### src/rtl/wb_i2c_cmd_seq.sv
// ---------------------------------------------------------------------------
// wb_i2c_cmd_seq
//   Wishbone master that sits in front of the I2C master core's register
//   port. After reset it programs the prescaler and sets EN. It then turns
//   each one-byte register write/read request into the TXR/CR write and
//   SR-poll sequence of a full I2C transaction, and returns the data and a
//   status code.
//
// Ports
//   wb_clk_i, wb_rst_i    clock, synchronous active-high reset
//   req_valid/req_ready   request handshake
//   req_rw                0 = register write, 1 = register read
//   req_dev/reg/wdata     7-bit device address, register address, write byte
//   rsp_valid             one-cycle response pulse (no backpressure)
//   rsp_rdata, rsp_err    read byte; 00 ok, 01 I2C NACK, 10 Wishbone timeout
//   wb_*                  Wishbone master port to the I2C core
// ---------------------------------------------------------------------------
module wb_i2c_cmd_seq #(
  parameter logic [15:0] PRESCALE    = 16'd99,
  parameter int          ACK_TIMEOUT = 16
) (
  input  logic       wb_clk_i,
  input  logic       wb_rst_i,
  input  logic       req_valid,
  output logic       req_ready,
  input  logic       req_rw,
  input  logic [6:0] req_dev,
  input  logic [7:0] req_reg,
  input  logic [7:0] req_wdata,
  output logic       rsp_valid,
  output logic [7:0] rsp_rdata,
  output logic [1:0] rsp_err,
  output logic [2:0] wb_addr_o,
  output logic [7:0] wb_dat_o,
  input  logic [7:0] wb_dat_i,
  output logic       wb_we_o,
  output logic       wb_stb_o,
  output logic       wb_cyc_o,
  input  logic       wb_ack_i
);

  localparam int TW = $clog2(ACK_TIMEOUT + 1);

  // Core register map
  localparam logic [2:0] A_PRERLO = 3'd0;
  localparam logic [2:0] A_PRERHI = 3'd1;
  localparam logic [2:0] A_CTR    = 3'd2;
  localparam logic [2:0] A_TXR    = 3'd3;
  localparam logic [2:0] A_CR     = 3'd4;

  // CR command bytes
  localparam logic [7:0] CR_STA_WR     = 8'h90;
  localparam logic [7:0] CR_WR         = 8'h10;
  localparam logic [7:0] CR_STO_WR     = 8'h50;
  localparam logic [7:0] CR_RD_NAK_STO = 8'h68;
  localparam logic [7:0] CR_STO        = 8'h40;
  localparam logic [7:0] CTR_EN        = 8'h80;

  typedef enum logic [1:0] {SEQ_INIT, SEQ_WR, SEQ_RD, SEQ_NACK} seq_e;
  // S_GAP is the mandatory idle cycle before every access; S_ACC is an
  // access in flight (stb/cyc high).
  typedef enum logic [1:0] {S_GAP, S_ACC, S_IDLE, S_RSP} state_e;
  typedef enum logic [1:0] {OP_WR, OP_POLL, OP_RD, OP_END} kind_e;

  typedef struct packed {
    kind_e      kind;
    logic [2:0] addr;
    logic [7:0] data;
    logic       chk;   // poll result is checked for RxACK
  } op_t;

  function automatic op_t mk(kind_e k, logic [2:0] a, logic [7:0] d, logic c);
    op_t o;
    o.kind = k;
    o.addr = a;
    o.data = d;
    o.chk  = c;
    return o;
  endfunction

  // Micro-program: one Wishbone access per step. A POLL step repeats until
  // TIP clears; OP_END marks the end of the sequence.
  function automatic op_t op_at(seq_e s, logic [3:0] st, logic [6:0] dev,
                                logic [7:0] rg, logic [7:0] wd);
    op_t o;
    o = mk(OP_END, 3'd0, 8'h00, 1'b0);
    unique case (s)
      SEQ_INIT: begin
        case (st)
          4'd0: o = mk(OP_WR, A_PRERLO, PRESCALE[7:0], 1'b0);
          4'd1: o = mk(OP_WR, A_PRERHI, PRESCALE[15:8], 1'b0);
          4'd2: o = mk(OP_WR, A_CTR, CTR_EN, 1'b0);
          default: ;
        endcase
      end
      SEQ_WR, SEQ_RD: begin
        case (st)
          4'd0: o = mk(OP_WR, A_TXR, {dev, 1'b0}, 1'b0);
          4'd1: o = mk(OP_WR, A_CR, CR_STA_WR, 1'b0);
          4'd2: o = mk(OP_POLL, A_CR, 8'h00, 1'b1);
          4'd3: o = mk(OP_WR, A_TXR, rg, 1'b0);
          4'd4: o = mk(OP_WR, A_CR, CR_WR, 1'b0);
          4'd5: o = mk(OP_POLL, A_CR, 8'h00, 1'b1);
          default: begin
            if (s == SEQ_WR) begin
              case (st)
                4'd6: o = mk(OP_WR, A_TXR, wd, 1'b0);
                4'd7: o = mk(OP_WR, A_CR, CR_STO_WR, 1'b0);
                4'd8: o = mk(OP_POLL, A_CR, 8'h00, 1'b1);
                default: ;
              endcase
            end else begin
              case (st)
                4'd6:  o = mk(OP_WR, A_TXR, {dev, 1'b1}, 1'b0);
                4'd7:  o = mk(OP_WR, A_CR, CR_STA_WR, 1'b0);  // repeated start
                4'd8:  o = mk(OP_POLL, A_CR, 8'h00, 1'b1);
                4'd9:  o = mk(OP_WR, A_CR, CR_RD_NAK_STO, 1'b0);
                4'd10: o = mk(OP_POLL, A_CR, 8'h00, 1'b0);  // master NACKs its own read
                4'd11: o = mk(OP_RD, A_TXR, 8'h00, 1'b0);
                default: ;
              endcase
            end
          end
        endcase
      end
      SEQ_NACK: begin
        case (st)
          4'd0: o = mk(OP_WR, A_CR, CR_STO, 1'b0);
          4'd1: o = mk(OP_POLL, A_CR, 8'h00, 1'b0);
          default: ;
        endcase
      end
    endcase
    return o;
  endfunction

  state_e        state_q, state_d;
  seq_e          seq_q, seq_d;
  logic [3:0]    step_q, step_d;
  logic [6:0]    dev_q, dev_d;
  logic [7:0]    reg_q, reg_d;
  logic [7:0]    wdata_q, wdata_d;
  logic [TW-1:0] tmo_q, tmo_d;
  logic [7:0]    rdata_q, rdata_d;
  logic [1:0]    err_q, err_d;

  logic          wb_stb_q, wb_stb_d;
  logic          wb_we_q, wb_we_d;
  logic [2:0]    wb_addr_q, wb_addr_d;
  logic [7:0]    wb_dat_q, wb_dat_d;
  logic          req_ready_q, req_ready_d;
  logic          rsp_valid_q, rsp_valid_d;

  op_t           cur_op;
  op_t           acc_op;

  assign cur_op = op_at(seq_q, step_q, dev_q, reg_q, wdata_q);

  // State register
  always_ff @(posedge wb_clk_i) begin
    if (wb_rst_i) begin
      state_q     <= S_GAP;
      seq_q       <= SEQ_INIT;
      step_q      <= '0;
      dev_q       <= '0;
      reg_q       <= '0;
      wdata_q     <= '0;
      tmo_q       <= '0;
      rdata_q     <= '0;
      err_q       <= '0;
      wb_stb_q    <= 1'b0;
      wb_we_q     <= 1'b0;
      wb_addr_q   <= '0;
      wb_dat_q    <= '0;
      req_ready_q <= 1'b0;
      rsp_valid_q <= 1'b0;
    end else begin
      state_q     <= state_d;
      seq_q       <= seq_d;
      step_q      <= step_d;
      dev_q       <= dev_d;
      reg_q       <= reg_d;
      wdata_q     <= wdata_d;
      tmo_q       <= tmo_d;
      rdata_q     <= rdata_d;
      err_q       <= err_d;
      wb_stb_q    <= wb_stb_d;
      wb_we_q     <= wb_we_d;
      wb_addr_q   <= wb_addr_d;
      wb_dat_q    <= wb_dat_d;
      req_ready_q <= req_ready_d;
      rsp_valid_q <= rsp_valid_d;
    end
  end

  // Next-state logic
  always_comb begin
    seq_e       seq_nx;
    logic [3:0] step_nx;
    state_d = state_q;
    seq_d   = seq_q;
    step_d  = step_q;
    dev_d   = dev_q;
    reg_d   = reg_q;
    wdata_d = wdata_q;
    tmo_d   = '0;
    rdata_d = rdata_q;
    err_d   = err_q;
    seq_nx  = seq_q;
    step_nx = step_q + 4'd1;

    unique case (state_q)
      S_GAP: state_d = S_ACC;

      S_IDLE: begin
        if (req_valid && req_ready_q) begin
          state_d = S_ACC;
          seq_d   = req_rw ? SEQ_RD : SEQ_WR;
          step_d  = '0;
          dev_d   = req_dev;
          reg_d   = req_reg;
          wdata_d = req_wdata;
          rdata_d = '0;
          err_d   = '0;
        end
      end

      S_ACC: begin
        if (wb_ack_i) begin
          if (cur_op.kind == OP_POLL) begin
            if (wb_dat_i[1]) begin
              step_nx = step_q;                  // TIP still set: poll again
            end else if (cur_op.chk && wb_dat_i[7]) begin
              seq_nx  = SEQ_NACK;                // slave did not ACK
              step_nx = '0;
            end
          end
          if (cur_op.kind == OP_RD) rdata_d = wb_dat_i;
          seq_d  = seq_nx;
          step_d = step_nx;
          if (op_at(seq_nx, step_nx, dev_q, reg_q, wdata_q).kind == OP_END) begin
            if (seq_q == SEQ_INIT) begin
              state_d = S_IDLE;
            end else begin
              state_d = S_RSP;
              err_d   = (seq_nx == SEQ_NACK) ? 2'b01 : 2'b00;
            end
          end else begin
            state_d = S_GAP;
          end
        end else if (tmo_q == TW'(ACK_TIMEOUT - 1)) begin
          // Abandon the transaction without STO; during INIT simply start over.
          step_d = '0;
          if (seq_q == SEQ_INIT) begin
            state_d = S_GAP;
          end else begin
            state_d = S_RSP;
            err_d   = 2'b10;
            rdata_d = '0;
          end
        end else begin
          tmo_d = tmo_q + TW'(1);
        end
      end

      S_RSP: state_d = S_IDLE;
    endcase
  end

  // Output logic: every Wishbone output is registered, derived from the
  // state and step being entered so that all of them change together.
  assign acc_op = op_at(seq_d, step_d, dev_d, reg_d, wdata_d);

  always_comb begin
    wb_stb_d    = (state_d == S_ACC);
    wb_we_d     = wb_stb_d && (acc_op.kind == OP_WR);
    wb_addr_d   = wb_stb_d ? acc_op.addr : 3'd0;
    wb_dat_d    = wb_we_d ? acc_op.data : 8'h00;
    req_ready_d = (state_d == S_IDLE);
    rsp_valid_d = (state_d == S_RSP);
  end

  assign wb_stb_o  = wb_stb_q;
  assign wb_cyc_o  = wb_stb_q;
  assign wb_we_o   = wb_we_q;
  assign wb_addr_o = wb_addr_q;
  assign wb_dat_o  = wb_dat_q;
  assign req_ready = req_ready_q;
  assign rsp_valid = rsp_valid_q;
  assign rsp_rdata = rdata_q;
  assign rsp_err   = err_q;

endmodule

### config.mk
export PLATFORM = sky130hd
export DESIGN_NAME = wb_i2c_cmd_seq
export DESIGN_NICKNAME = d
export VERILOG_FILES = /design/src/rtl/wb_i2c_cmd_seq.sv
export SDC_FILE = /design/constraint.sdc
export NUM_CORES = 1
export LEC_CHECK = 0
export ABC_CLOCK_PERIOD_IN_PS = 4400
export CAP_MARGIN = 20
export CORE_AREA = 2 2 87 89
export DETAILED_ROUTE_END_ITERATION = 16
export DIE_AREA = 0 0 89 91
export PLACE_DENSITY = 0.79
export SLEW_MARGIN = 20
export SYNTH_ARGS = -nofsm -noshare
export SYNTH_HDL_FRONTEND = slang
export SYNTH_SLANG_ARGS = --single-unit
### constraint.sdc
create_clock -name wb_clk_i -period 4.4 [get_ports wb_clk_i]
set_input_delay 1.1 -clock wb_clk_i [delete_from_list [all_inputs] [get_ports wb_clk_i]]
set_output_delay 1.1 -clock wb_clk_i [all_outputs]
set_load 0.02 [all_outputs]
==> flow_summary.json, run 1 <==
{
  "status": "finished clean",
  "syn_area_sq_um": 3760,
  "ys_async_sr_fraction_pct": 0,
  "vias": 3630,
  "critPathLaunchType": "flip-flop",
  "cpPeakStageDelay_ps": 510,
  "grt_first_pass_wirelength_mm": 16.4,
  "h-tree-depth": 3,
  "wire_per_inst_um": 16.3,
  "worst_pin_slew_ps": 624,
  "grt_max_degree": 35,
  "crit-reg2reg-capture": "wb_dat_o[5]$_SDFF_PP0_",
  "synth_nets": 515,
  "clock_skew_ps": 8.55,
  "met2_usage_pct": 40.5,
  "cts.path.max_buffers": 2,
  "crit_chain": "inv_1, ha_1, nor4_1, or2_2, a211oi_2, buf_4, nand3_1, nand2_1, ha_1, nor2b_1, a31oi_1, o32ai_1, a2111o_1, a21oi_4, o221ai_2, a211oi_2",
  "path_class": "flip-flop to flip-flop",
  "crit_arrival_ps": 4270,
  "initial_utilization_pct": 52.8,
  "seq_area_frac_synth_pct": 32.4,
  "period_needed_ps": 4010,
  "rr_worst_depth": 16,
  "met3_usage_pct": 5.27,
  "syn_avg_cell_area_sq_um": 8.18,
  "finalMaxSlewViolations": 0,
  "vias_per_cell": 5.85,
  "setup_slack_ps": 395,
  "area_growth_syn_to_layout_pct": 23.5,
  "synth.distinct_cells": 74,
  "n_fill_cell": 634,
  "pre_cts_ws_ps": 327,
  "dr.pass1.iters": 5,
  "grt-busiest-layer": "met2",
  "grt_pass1_vias": 3465,
  "drive_gt1_share_pct": 9.02,
  "ys_seq_elements": 61,
  "synth_area_leaders": "dfxtp_1 (32%), nor2_1 (6.4%), ha_1 (6.3%)",
  "routed_wl_mm": 10.1,
  "placed_cells": 604,
  "maxCapViolations": 0,
  "rows": 31,
  "drc": 0,
  "synth_area_leader_cell": "dfxtp_1",
  "hold_depth": 1,
  "synth_top_area_share_pct": 32.4,
  "cellLeakagePower_uw": 0.00192,
  "clk_latency_ps": 340,
  "ant_nets": 0,
  "antenna_found_initial": 0,
  "port_buffers": 61,
  "clkTransAtPathRegs_ps": 70,
  "fin_hold_ws_ps": 451,
  "antennaDiodeCount": 0,
  "cts.sinks": 61,
  "synth_warnings": 0,
  "cts_buffers": 9,
  "synth-edff-count": 0,
  "tns_ps": 0,
  "p_per_area_nw_per_um2": 265,
  "worst_hold_startpoint": "tmo_q[0]$_SDFF_PP0_",
  "crit_required_ps": 4660,
  "hold_viol": 0,
  "grtUsageMet1_pct": 33.7,
  "vdd_drop_max_v": 0.000270,
  "crit_path_max_fanout": 9,
  "initialDrtViolationCount": 280,
  "cpMaxStageDelayCell": "dfxtp_1",
  "core_sq_um": 7140,
  "setup_violations": 0,
  "io_pins": 62,
  "final_cell_count_no_fill": 620,
  "min_period_over_period_pct": 91.0,
  "layout.nets": 571,
  "cts_setup_buffers": 0,
  "synth_top_flop_cell": "dfxtp_1",
  "ctsHoldBuffers": 0,
  "cts_tree": "yes",
  "cts-resized-gates": 0,
  "clock-root-buffer": "clkbuf_8",
  "grt_setup_unrepaired": "no",
  "rr_startpoint": "step_q[0]$_SDFF_PP0_",
  "dpl.hpwl_mm": 7.60,
  "place_congestion": 0.935,
  "hp-class": "flip-flop to flip-flop",
  "critPathCaptureType": "flip-flop",
  "grtUsageTotal_pct": 25.7,
  "die_area_sq_um": 8100,
  "relSlewSlack_pct": 58.4,
  "synthCells": 460,
  "die-height_um": 91,
  "fmax_mhz": 250,
  "finish.utilization_pct": 65.2,
  "chipWidth_um": 89,
  "hold_path_end": "tmo_q[0]$_SDFF_PP0_",
  "r2r_slack_ps": 390,
  "overflow": 0
}
per-layer routing:
layer,share of wire [%],vias to the layer above
met5,0,-
met1,43,1707
met3,6.6,25
li1,-,1764
met4,2.6,0
met2,47,134
worst max-delay path by stage:
stage	start	end	slack, ps	depth (start not counted)
5_1_grt	step_q[0]$_SDFF_PP0_	wb_dat_o[6]$_SDFF_PP0_	60	16
6_report	step_q[0]$_SDFF_PP0_	wb_dat_o[5]$_SDFF_PP0_	390	16
4_1_cts	step_q[0]$_SDFF_PP0_	wb_dat_o[5]$_SDFF_PP0_	440	16
3_3_place_gp	wb_ack_i	wb_dat_o[5]$_SDFF_PP0_	380	10
2_1_floorplan	wb_dat_i[1]	wb_dat_o[5]$_SDFF_PP0_	950	12
3_5_place_dp	wb_dat_i[7]	wb_dat_o[5]$_SDFF_PP0_	330	13
layout make-up:
class                           count  area (sq um)  area share [%]
Clock buffer                       13           169            3.63
Tap cell                           99           124            2.66
Multi-Input combinational cell    349          2310            49.8
Inverter                           23          86.3            1.86
Sequential cell                    61          1220            26.3
Timing Repair Buffer               72           693            14.9
Clock inverter                      3          42.5           0.915
Yosys cell counts (all sizes together) (3+ instances only):
library cell / number
o211a: 3
clkbuf: 15
nand2: 37
nand2b: 13
a211oi: 7
o21ai: 23
a21o: 3
nor3: 9
nor4: 5
buf: 12
o32ai: 4
mux2: 3
o31a: 3
nand3: 14
o2111ai: 3
a21oi: 29
nor2b: 14
o211ai: 6
a21boi: 4
nor2: 64
and3: 6
dfxtp: 61
o311ai: 4
inv: 22
xnor2: 3
a31oi: 8
a211o: 3
nand4: 3
ha: 19
mux2i: 20
o31ai: 3
flip-flops by register name, summed over array words and instances, names as in the netlist:
register   cells
dev_q          7
req_ready      1
step_q         4
rsp_valid      1
wb_we_o        1
reg_q          8
wb_cyc_o       1
rsp_err        2
state_q        2
wb_addr_o      3
rsp_rdata      8
tmo_q          5
seq_q          2
wdata_q        8
wb_dat_o       8
cells in the final DEF (no fill, tap or decap), types with 4 or more instances in the layout:
master | synthesis | routed
a21boi_0 | 4 | 4
clkdlybuf4s50_1 | 0 | 61
a31oi_1 | 8 | 8
ha_1 | 19 | 19
nand2b_1 | 13 | 13
a21oi_1 | 27 | 27
nor4_1 | 5 | 5
o21ai_1 | 5 | 5
nor2_1 | 64 | 64
nand3_1 | 13 | 13
mux2i_1 | 20 | 20
nor3_1 | 9 | 9
clkbuf_8 | 0 | 12
dfxtp_1 | 61 | 61
nand2_1 | 37 | 37
buf_4 | 4 | 11
o21ai_0 | 18 | 18
a211oi_1 | 4 | 4
and3_1 | 6 | 6
o211ai_1 | 5 | 5
nor2b_1 | 14 | 14
inv_1 | 22 | 22
power breakdown:
group	leakage [uW]	total, uW	switching (uW)	internal, uW
logic	0.00132	146	77.7	68.8
clock network	0.000106	521	214	307
registers	0.000494	566	4.82	561
total	0.00192	1230	297	937
cell families after synthesis:
kind of cell / count (synthesis) / synth area share [%]
AND/OR/NAND/NOR: 177 / 22.5
AO/OA/AOI/OAI: 125 / 25.3
flip-flops: 61 / 32.4
buffers and inverters: 50 / 6.08
multiplexers: 23 / 6.21
adder cells (fa/ha/maj): 19 / 6.31
XOR/XNOR: 5 / 1.16
worst max-delay path: cells and delay by family, from the launching register on:
family	cells	cell delay, ps
buffers and inverters	2	350
adders and majority gates	2	580
DFF	1	510
and+or+nand+nor	5	1060
AOI/OAI and AO/OA	7	1420
through the flow:
step | instance area (sq um) | total power (uW)
2_1_floorplan | 3760 | 653
3_3_place_gp | 4440 | 721
3_5_place_dp | 4440 | 723
4_1_cts | 4650 | 1250
5_1_grt | 4650 | 1280
6_report | 4650 | 1230
No activity file was read; power rests on OpenSTA's default activity.
==> run 2: changes to the inputs <==
Settings changed: CTS_CLUSTER_DIAMETER from default to 100, CTS_CLUSTER_SIZE from default to 24.
==> results of run 2 <==
Final layout, timing and power as in run 1 (identical DEF).
==> variant 1 (config.mk and constraints of run 1) <==
The parameter `ACK_TIMEOUT` goes from 16 to 64.
--- a/src/rtl/wb_i2c_cmd_seq.sv
+++ b/src/rtl/wb_i2c_cmd_seq.sv
@@ -17,7 +17,7 @@
 // ---------------------------------------------------------------------------
 module wb_i2c_cmd_seq #(
   parameter logic [15:0] PRESCALE    = 16'd99,
-  parameter int          ACK_TIMEOUT = 16
+  parameter int          ACK_TIMEOUT = 64
 ) (
   input  logic       wb_clk_i,
   input  logic       wb_rst_i,
Function: same outputs for any inputs over 4 cycles, from zero or initial values and one cycle with wb_rst_i high; that may be too few to reach the edited logic, so the function may still have changed.
==> variant 1 against run 1 <==
Combinational power increased by 3%; sequential share of layout area decreased by 0.35 points; largest cell class unchanged; count of clock-buffer cells in the layout down 3; synthesized area up 4.1%; routed wire length grew 2.9%; cell count up 4.7%; sequential cell count increased by 2; setup slack got worse by 0.14 ns; design area is 4.8% higher; first-iteration DRC count is 15% higher; sequential power is 3% higher; total power up 4.6%; critical endpoint is now wb_dat_o[1]$_SDFF_PP0_.
==> variant 1: results (changes against run 1) <==
stage;metric;value;unit;change
status;status;completed;;unchanged
synthesis;sequential fraction of the synthesis area;0.3217;;was 0.3244
power_and_ir_drop;Switch Pwr;0.3218;mW;was 0.2966 mW
layout;fillers;616;;was 634
power_and_ir_drop;P_seq;0.584;mW;was 0.566 mW
synthesis;Mapped Cells;484;;was 460
layout;non-filler cells, final;649;;was 620
route;overall routed net length;10.40;mm;was 10.10 mm
cts;root buf cell;clkbuf_8;;unchanged
worst_setup_path;kind of cell adding the most delay to the critical path;compound AO/OA/AOI/OAI gates;;unchanged
cts;Setup Fix Bufs, Post-CTS;0;;unchanged
route;DR iter-0 viols;322;;was 280
placed_design;DPL Wire Length;7.585;mm;was 7.600 mm
route;DRT Pass-1 Iters;5;;unchanged
synthesis;Synth top cells by count;75 x nor2_1, 63 x dfxtp_1, 30 x a21oi_1, 29 x nand2_1, 26 x mux2i_1;;was 64 x nor2_1, 61 x dfxtp_1, 37 x nand2_1, 27 x a21oi_1, 22 x inv_1
power_and_ir_drop;maximum VDD drop;0.0001953;V;was 0.0002698 V
worst_setup_path;worst-path fanout max;7;;was 9
timing;skew final;0.008783;ns;was 0.008547 ns
cts;post-CTS sizing;0;;unchanged
global_route;largest net degree at the start of global routing;44;;was 35
synthesis;Synth Flop Type;dfxtp_1;;unchanged
layout;nets;599;;was 571
placed_design;# port buffers;61;;unchanged
timing;hold_ws;0.4468;ns;was 0.4511 ns
timing;relative slew slack;0.4985;;was 0.5835
worst_setup_path;Worst Setup EP;wb_dat_o[1]$_SDFF_PP0_;;was wb_dat_o[5]$_SDFF_PP0_
worst_setup_path;Worst path slowest cell;dfxtp_2;;was dfxtp_1
synthesis;Net Count, Synth;538;;was 515
route;routed vias/inst;6.026;;was 5.855
worst_setup_path;Reg2Reg Depth;20;;was 16
placed_design;post-placement setup slack;-0.001657;ns;was 0.3272 ns
synthesis;YS warnings;0;;unchanged
worst_setup_path;r2r setup slk;0.25;ns;was 0.39 ns
placed_design;gpl congestion;1.028;;was 0.9347
global_route;vias in the first global route;3524;;was 3465
synthesis;Synth cell types;75;;was 74
global_route;global-route wire length before repair;17.08;mm;was 16.36 mm
worst_setup_path;Arrival @ worst endpoint;4.40;ns;was 4.27 ns
worst_setup_path;CP startpoint kind;register;;unchanged
placed_design;Placed Area;4652;µm²;was 4439 µm²
synthesis;top cells by area, synth;dfxtp_1 32%, nor2_1 7.2%, mux2i_1 6.6%, ha_1 5.7%, a21oi_1 3.8%;;was dfxtp_1 32%, nor2_1 6.4%, ha_1 6.3%, mux2i_1 5.3%, nand2_1 3.7%
placed_design;placed cell count;633;;was 604
global_route;Tot GR Track Use;0.2627;;was 0.2566
worst_setup_path;RR Startpoint;step_q[0]$_SDFF_PP0_;;unchanged
layout;layout cell share with drive strength beyond 1;0.1273;;was 0.09021
global_route;initial antenna violation count;0;;unchanged
power_and_ir_drop;Static Leak;1.989;nW;was 1.915 nW
worst_setup_path;Largest stage delay, worst path;0.41;ns;was 0.51 ns
power_and_ir_drop;Comb power frac;0.117;;was 0.119
power_and_ir_drop;PD cells;264.8;nW/µm²;was 265.2 nW/µm²
-- variant 1: area by class of cell --
type / instances / area, µm² / area share
Tap cell: 99 / 123.9 / 0.02542
Inverter: 23 / 86.33 / 0.01772
Sequential cell: 63 / 1262 / 0.2591
Multi-Input combinational cell: 367 / 2427 / 0.4982
Timing Repair Buffer: 81 / 760.7 / 0.1561
Clock inverter: 6 / 83.83 / 0.01721
Clock buffer: 10 / 127.6 / 0.02619
-- variant 1: logic make-up after synthesis --
| kind of cell | share of synthesized area |
|---|---|
| flops | 0.3217 |
| compound gates | 0.2202 |
| fa+ha+maj | 0.06001 |
| xor+xnor | 0.01341 |
| simple gates | 0.2515 |
| mux | 0.07214 |
| buf+inv | 0.06096 |
-- variant 1: layer usage --
metal,GRT usage,share of wire,vias to the layer above
met2,0.4017,0.46,210
met5,0,0,-
li1,-,-,1852
met4,0.07960,0.023,0
met3,0.06545,0.085,33
met1,0.3640,0.43,1816
==> variant 2 (config.mk and constraints of run 1) <==
Without the edit above. Reset style: asynchronous (`wb_rst_i`), changed in one clocked block. Comments in the files are not updated.
--- a/src/rtl/wb_i2c_cmd_seq.sv
+++ b/src/rtl/wb_i2c_cmd_seq.sv
@@ -157,7 +157,7 @@
   assign cur_op = op_at(seq_q, step_q, dev_q, reg_q, wdata_q);
 
   // State register
-  always_ff @(posedge wb_clk_i) begin
+  always_ff @(posedge wb_clk_i or posedge wb_rst_i) begin
     if (wb_rst_i) begin
       state_q     <= S_GAP;
       seq_q       <= SEQ_INIT;
Check against the original RTL: differs if wb_rst_i is asserted again (counterexample within 4 cycles, from zero or initial values and one cycle with wb_rst_i high); with wb_rst_i held inactive, the same outputs for 4 cycles.
==> variant 2 against run 1 <==
Non-clock buffer count up 23; die area unchanged; setup slack worse by 0.11 ns; synthesized area up 2.5%; routed wire length up 2.2%; first-iteration DRC count down 31%; sequential cell count unchanged; design area up 7.5%; fmax down 2.7%; global-route usage up 0.48 points.
Power is not compared: it rests on default switching activity, and its combinational part moved more than twofold at a synthesized area within 25%.
==> variant 2: results (changes against run 1) <==
stage;metric;value;unit;change
status;status;completed;;unchanged
synthesis;sequential fraction of the synthesis area;0.3956;;was 0.3244
placed_design;gpl congestion;0.9496;;was 0.9347
route;DRT Pass-1 Iters;7;;was 5
global_route;GR Util met2;0.4403;;was 0.4055
layout;nets;565;;was 571
route;Post-Route M1 WL;4.160;mm;was 4.389 mm
route;DR WL met3;608;µm;was 666 µm
synthesis;Net Count, Synth;477;;was 515
synthesis;top cells by area, synth;dfrtp_1 40%, mux2_2 6.4%, ha_1 5.8%, inv_1 3.7%, nand2_1 3.4%;;was dfxtp_1 32%, nor2_1 6.4%, ha_1 6.3%, mux2i_1 5.3%, nand2_1 3.7%
global_route;largest net degree at the start of global routing;41;;was 35
layout;Non-clk bufs;95;;was 72
layout;multi-input logic area;2102;µm²;was 2315 µm²
layout;fillers;599;;was 634
global_route;Tot GR Track Use;0.2614;;was 0.2566
worst_setup_path;Arrival @ worst endpoint;4.37;ns;was 4.27 ns
timing;relative slew slack;0.5351;;was 0.5835
global_route;global-route wire length before repair;16.75;mm;was 16.36 mm
placed_design;Placed Area;4740;µm²;was 4439 µm²
synthesis;post-synth top area share;0.3956;;was 0.3244
min_path;hold wc startpoint;tmo_q[0]$_DFF_PP0_;;was tmo_q[0]$_SDFF_PP0_
worst_setup_path;Worst path slowest cell;dfrtp_1;;was dfxtp_1
synthesis;Async SR Flop Fraction;1.000;;was 0
worst_setup_path;Largest stage delay, worst path;0.44;ns;was 0.51 ns
placed_design;DPL Wire Length;7.586;mm;was 7.600 mm
layout;Clock buf/inv share;0.04453;;was 0.04547
layout;Seq/total area;0.3057;;was 0.2626
layout;buffering overhead;0.1731;;was 0.1490
layout;non-filler cells, final;615;;was 620
placed_design;post-placement setup slack;-0.1044;ns;was 0.3272 ns
synthesis;Synth cell types;69;;was 74
worst_setup_path;crit path launch;seq_q[0]$_DFF_PP0_;;was step_q[0]$_SDFF_PP0_
layout;Non-Clock Inverter Count;42;;was 23
layout;layout cell share with drive strength beyond 1;0.1957;;was 0.09021
route;metal2 WL;5.348;mm;was 4.782 mm
synthesis;Synth top cells by count;61 x dfrtp_1, 38 x inv_1, 35 x nand2_1, 35 x nor2_1, 24 x a21oi_1;;was 64 x nor2_1, 61 x dfxtp_1, 37 x nand2_1, 27 x a21oi_1, 22 x inv_1
layout;multi-input gates;302;;was 349
route;DR iter-0 viols;193;;was 280
layout;Reg area;1529;µm²;was 1221 µm²
[variant 2: final timing paths]
path / to / slack (ns) / depth (start not counted)
worst max register to register: wb_dat_o[7]$_DFF_PP0_ / 0.28 / 16
worst min register to register: tmo_q[0]$_DFF_PP0_ / 0.47 / 1
max in group asynchronous: step_q[0]$_DFF_PP0_ / 2.43 / 3
worst min-delay path: tmo_q[0]$_DFF_PP0_ / 0.47 / 1
worst max-delay path: wb_dat_o[7]$_DFF_PP0_ / 0.28 / 16
min in group asynchronous: rsp_rdata[2]$_DFFE_PP0P_ / 1.08 / 2
[variant 2: cell families after synthesis]
group                    synth area share
XOR/XNOR                          0.01589
AO/OA/AOI/OAI                      0.2007
AND/OR/NAND/NOR                    0.1758
buffers and inverters             0.06517
adder cells (fa/ha/maj)           0.05837
multiplexers                      0.08852
flip-flops                         0.3956
